$ cat config.mk
export PLATFORM = sky130hd
export DESIGN_NAME = pad_up
export DESIGN_NICKNAME = d
export VERILOG_FILES = /design/src/rtl/pad_up.sv
export SDC_FILE = /design/constraint.sdc
export NUM_CORES = 1
export LEC_CHECK = 0
export CORE_AREA = 2 2 40 42
export DETAILED_ROUTE_END_ITERATION = 8
export DIE_AREA = 0 0 42 44
export PLACE_DENSITY_LB_ADDON = 0.3
export SLEW_MARGIN = 10
export SYNTH_ARGS = -nofsm -noshare
export SYNTH_HDL_FRONTEND = slang
export SYNTH_SLANG_ARGS = --single-unit
$ cat constraint.sdc
create_clock -name clk -period 1.4 [get_ports clk]
set_input_delay 0.35 -clock clk [delete_from_list [all_inputs] [get_ports clk]]
set_output_delay 0.35 -clock clk [all_outputs]
set_load 0.005 [all_outputs]
$ cat src/rtl/pad_up.sv
`timescale 1ns/1ps
// pad_up: bidirectional I/O pad with a weak pull, combinational loopback and a clk-domain filtered receiver.
// Define PAD_SYNC_EN to add the 2-flop synchronizer and FILT_CYCLES stability filter ahead of DOUT_SYNC.
module pad_up #(
  parameter int PULL        = 1,
  parameter int FILT_CYCLES = 4
) (
  input  logic clk,
  input  logic rst,
  input  logic DIN,
  input  logic OEN,
  inout  wire  PAD,
  output logic DOUT,
  output logic DOUT_SYNC,
  output logic RISE,
  output logic FALL,
  output logic CONFLICT
);

`ifdef PAD_SYNC_EN
  localparam bit SYNC_EN = 1'b1;
`else
  localparam bit SYNC_EN = 1'b0;
`endif

  // Without the synchronizer the filter collapses to a plain register of DOUT.
  localparam logic       PULL_LVL  = (PULL != 0);
  localparam int         FILT_EFF  = SYNC_EN ? FILT_CYCLES : 1;
  localparam logic [3:0] FILT_LAST = 4'(FILT_EFF - 1);
  localparam int         CD        = SYNC_EN ? 2 : 1;

  assign PAD = OEN ? 1'bz : DIN;

  if (PULL != 0) begin : g_pullup
    pullup pu_i (PAD);
  end else begin : g_pulldown
    pulldown pd_i (PAD);
  end

  assign DOUT = PAD;

  logic          rx_val;
  logic          cmp_val;
  logic          dout_sync_q, dout_sync_d;
  logic [3:0]    cnt_q, cnt_d;
  logic          rise_q, rise_d;
  logic          fall_q, fall_d;
  logic          conflict_q, conflict_d;
  logic [CD-1:0] din_hist_q, din_hist_d;
  logic [CD-1:0] oen_hist_q, oen_hist_d;
  logic          steady;

`ifdef PAD_SYNC_EN
  logic sync1_q, sync1_d;
  logic sync2_q, sync2_d;

  always_comb begin
    sync1_d = DOUT;
    sync2_d = sync1_q;
  end

  always_ff @(posedge clk or posedge rst) begin
    if (rst) begin
      sync1_q <= PULL_LVL;
      sync2_q <= PULL_LVL;
    end else begin
      sync1_q <= sync1_d;
      sync2_q <= sync2_d;
    end
  end

  assign rx_val  = sync2_q;
  assign cmp_val = sync2_q;
`else
  assign rx_val  = DOUT;
  assign cmp_val = dout_sync_q;
`endif

  // DOUT_SYNC only moves after rx_val has disagreed with it for FILT_EFF consecutive edges.
  always_comb begin
    cnt_d       = '0;
    dout_sync_d = dout_sync_q;
    if (rx_val != dout_sync_q) begin
      if (cnt_q == FILT_LAST) begin
        dout_sync_d = rx_val;
      end else begin
        cnt_d = cnt_q + 4'd1;
      end
    end
    rise_d = dout_sync_d & ~dout_sync_q;
    fall_d = ~dout_sync_d & dout_sync_q;
  end

  // Contention is only judged once OEN and DIN have been steady across the whole receive pipeline.
  always_comb begin
    din_hist_d[0] = DIN;
    oen_hist_d[0] = OEN;
    for (int i = 1; i < CD; i++) begin
      din_hist_d[i] = din_hist_q[i-1];
      oen_hist_d[i] = oen_hist_q[i-1];
    end
    steady     = !OEN && (oen_hist_q == '0) && (din_hist_q == {CD{DIN}});
    conflict_d = conflict_q | (steady && (cmp_val != din_hist_q[CD-1]));
  end

  always_ff @(posedge clk or posedge rst) begin
    if (rst) begin
      dout_sync_q <= PULL_LVL;
      cnt_q       <= '0;
      rise_q      <= 1'b0;
      fall_q      <= 1'b0;
      conflict_q  <= 1'b0;
      din_hist_q  <= '0;
      oen_hist_q  <= '1;
    end else begin
      dout_sync_q <= dout_sync_d;
      cnt_q       <= cnt_d;
      rise_q      <= rise_d;
      fall_q      <= fall_d;
      conflict_q  <= conflict_d;
      din_hist_q  <= din_hist_d;
      oen_hist_q  <= oen_hist_d;
    end
  end

  assign DOUT_SYNC = dout_sync_q;
  assign RISE      = rise_q;
  assign FALL      = fall_q;
  assign CONFLICT  = conflict_q;

endmodule

==> impl_metrics.json <==
{
  "status": "completed",
  "yosysSeqAreaShare_pct": 61.6,
  "start_util_pct": 28.9,
  "ys_seq_elements": 10,
  "worstSetupPathType": "register to primary output",
  "grt_setup_unrepaired": "no",
  "max_stage_delay_ns": 0.53,
  "stdcell_count": 62,
  "reg2reg_to": "DOUT_SYNC$_DFF_PP1_",
  "synth.most_common_cell": "dfrtp_1",
  "cp_num_buf_inv": 1,
  "fp-row-count": 14,
  "root_buffer": "clkbuf_4",
  "use_met1_pct": 10.0,
  "clk_path_buf_depth": 2,
  "cts.sinks": 10,
  "grt_max_degree": 11,
  "wl_um": 611,
  "antenna_found_initial": 0,
  "syn_to_final_growth_pct": 25.3,
  "grt_usage_pct": 8.32,
  "coreArea_sq_um": 1420,
  "drc_errors": 0,
  "port_buffers": 7,
  "yosys_most_used_dff": "dfrtp_1",
  "end_kind": "primary output",
  "p_leak_nw": 0.237,
  "fin_tns_setup_ns": 0,
  "htree_levels": 1,
  "path_clk_slew_ns": 0.06,
  "critPathTopFamily": "flip-flops",
  "fin_nets": 54,
  "grt_pass1_wl_um": 1020,
  "setup_viol_count_final": 0,
  "ir_worst_vdd_uv": 571,
  "post_cts_buffers": 0,
  "die_height_um": 44,
  "dr.pass1.iters": 2,
  "critical_path.startpoint_type": "register",
  "ys_types": 18,
  "ff2ff_setup_slack_ns": 0.29,
  "syn_avg_cell_area_sq_um": 11.4,
  "netlist_top_cells_area": "dfrtp_1 49%, dfstp_2 13%, ha_1 6.1%",
  "worstPathMaxFanout": 2,
  "r2r-start": "cnt_q[0]$_DFF_PP0_",
  "slew_violations": 0,
  "dpl.hpwl_um": 466,
  "synth_area_sq_um": 410,
  "ant_nets": 0,
  "grt_pass1_vias": 222,
  "drv_cap": 0,
  "holdCritPathClass": "input pin to asynchronous set/reset pin",
  "viasPerCell": 4.13,
  "synth_edf_count": 0,
  "powerDensity_nw_per_um2": 985,
  "ios": 10,
  "fmax_ghz": 0.738,
  "path_cells": "dlygate4sd2_1",
  "place_inst": 59,
  "die_width_um": 42,
  "cts_tree": "done",
  "syn_inst": 36,
  "cp_data_required_time_ns": 1.05,
  "grt_busiest_layer": "met1",
  "gp_congestion": 0.704,
  "finalCriticalPeriod_ns": 1.35,
  "use_met2_pct": 10.0,
  "drt_iter0_markers": 1,
  "synth_top_area_cell": "dfrtp_1",
  "whs_ns": 0.363,
  "cp_slowest_cell": "dfstp_2",
  "drive_gt1_share_pct": 15.2,
  "synthArstFlopShare_pct": 100,
  "cts-hold-fix-buffers": 0,
  "dp_slack_ns": 0.0538,
  "clk_latency_ns": 0.25,
  "cts_buffers": 3,
  "crit_cells": 1,
  "yosysTopAreaCellShare_pct": 48.8,
  "wl_per_cell_um": 9.85,
  "met3_usage_pct": 6.25,
  "vias": 256,
  "diodes": 0,
  "reg2reg_depth": 5,
  "fin_skew_ns": 0.00234,
  "ys_warn_count": 1,
  "dieArea_sq_um": 1850,
  "synth_commonest_cells": "8 x dfrtp_1, 3 x inv_1, 3 x nand2b_1, 3 x nor2_1",
  "worst_ep_arrival_time_ns": 1.00,
  "grt-ovfl-total": 0,
  "setup_ws_ns": 0.0451,
  "fin_crit_sh_pct": 96.8,
  "p_total_mw": 0.507,
  "hold_viol_final": 0
}
worst max-delay path by stage:
| stage | endpoint | slack, ns | startpoint |
|---|---|---|---|
| after floorplan | DOUT_SYNC$_DFF_PP1_ | 0.40 | cnt_q[0]$_DFF_PP0_ |
| after global placement | DOUT_SYNC | 0.05 | DOUT_SYNC$_DFF_PP1_ |
| after detailed placement | DOUT_SYNC | 0.05 | DOUT_SYNC$_DFF_PP1_ |
| after CTS | DOUT_SYNC | 0.03 | DOUT_SYNC$_DFF_PP1_ |
| after global routing | DOUT_SYNC | 0.01 | DOUT_SYNC$_DFF_PP1_ |
| final | DOUT_SYNC | 0.05 | DOUT_SYNC$_DFF_PP1_ |
through the flow:
step | utilization, % | instance area, sq um
floorplan | - | 414
global placement | 35.0 | 497
detailed placement | 35.0 | 497
CTS | 36.2 | 514
global route | 36.2 | 514
finish | 36.2 | 514
registers in the layout, summed over array words and instances (netlist names):
| name | cells |
|---|---|
| cnt_q | 4 |
| CONFLICT | 1 |
| DOUT_SYNC | 1 |
| FALL | 1 |
| RISE | 1 |
| din_hist_q | 1 |
| oen_hist_q | 1 |
kinds of logic (layout without fill, tap and decap cells):
group,after synthesis,after routing,share of synthesized area (%)
buffers and inverters,5,14,6.40
other,2,3,1.83
xor gates and xnor gates,1,1,2.13
adders and majority gates,2,2,6.10
DFF,10,10,61.6
and+or+nand+nor,13,13,17.4
AOI/OAI and AO/OA,3,3,4.57
power breakdown:
group          total, mW  switching (mW)  leakage [nW]  internal (mW)
Combinational     0.0255          0.0121         0.100         0.0134
Clock              0.183          0.0842        0.0138         0.0985
Sequential         0.298         0.00212         0.123          0.296
Total              0.507          0.0985         0.237          0.408
cell usage in the layout (no fill, tap or decap), types with 2 or more instances in the layout:
cell | Yosys | layout
dfrtp_1 | 8 | 8
dlygate4sd2_1 | 0 | 4
conb_1 | 2 | 3
inv_1 | 3 | 3
nand2b_1 | 3 | 3
nor2_1 | 3 | 3
clkbuf_4 | 0 | 3
clkdlybuf4s50_1 | 0 | 3
dfstp_2 | 2 | 2
nor3_1 | 2 | 2
ha_1 | 2 | 2
area by class of cell:
cell class / count / area (sq um)
fill: 143 / 905
inverter: 3 / 11.3
timing repair buffer: 8 / 72.6
tap: 16 / 20.0
sequential: 10 / 253
multi-input combinational: 22 / 135
clock buffer: 3 / 22.5
layer usage:
metal	vias to the layer above	share of wire, %
li1	130	-
met1	117	47
met2	7	45
met3	2	6.1
met4	0	1.3
met5	-	0
what timing repair did:
item                                   4_1_cts  5_1_grt
endpoints found under the hold margin        0        0
gates resized for setup                      4        0
setup endpoints to repair                    4        0
No activity file was read; power rests on OpenSTA's default activity.
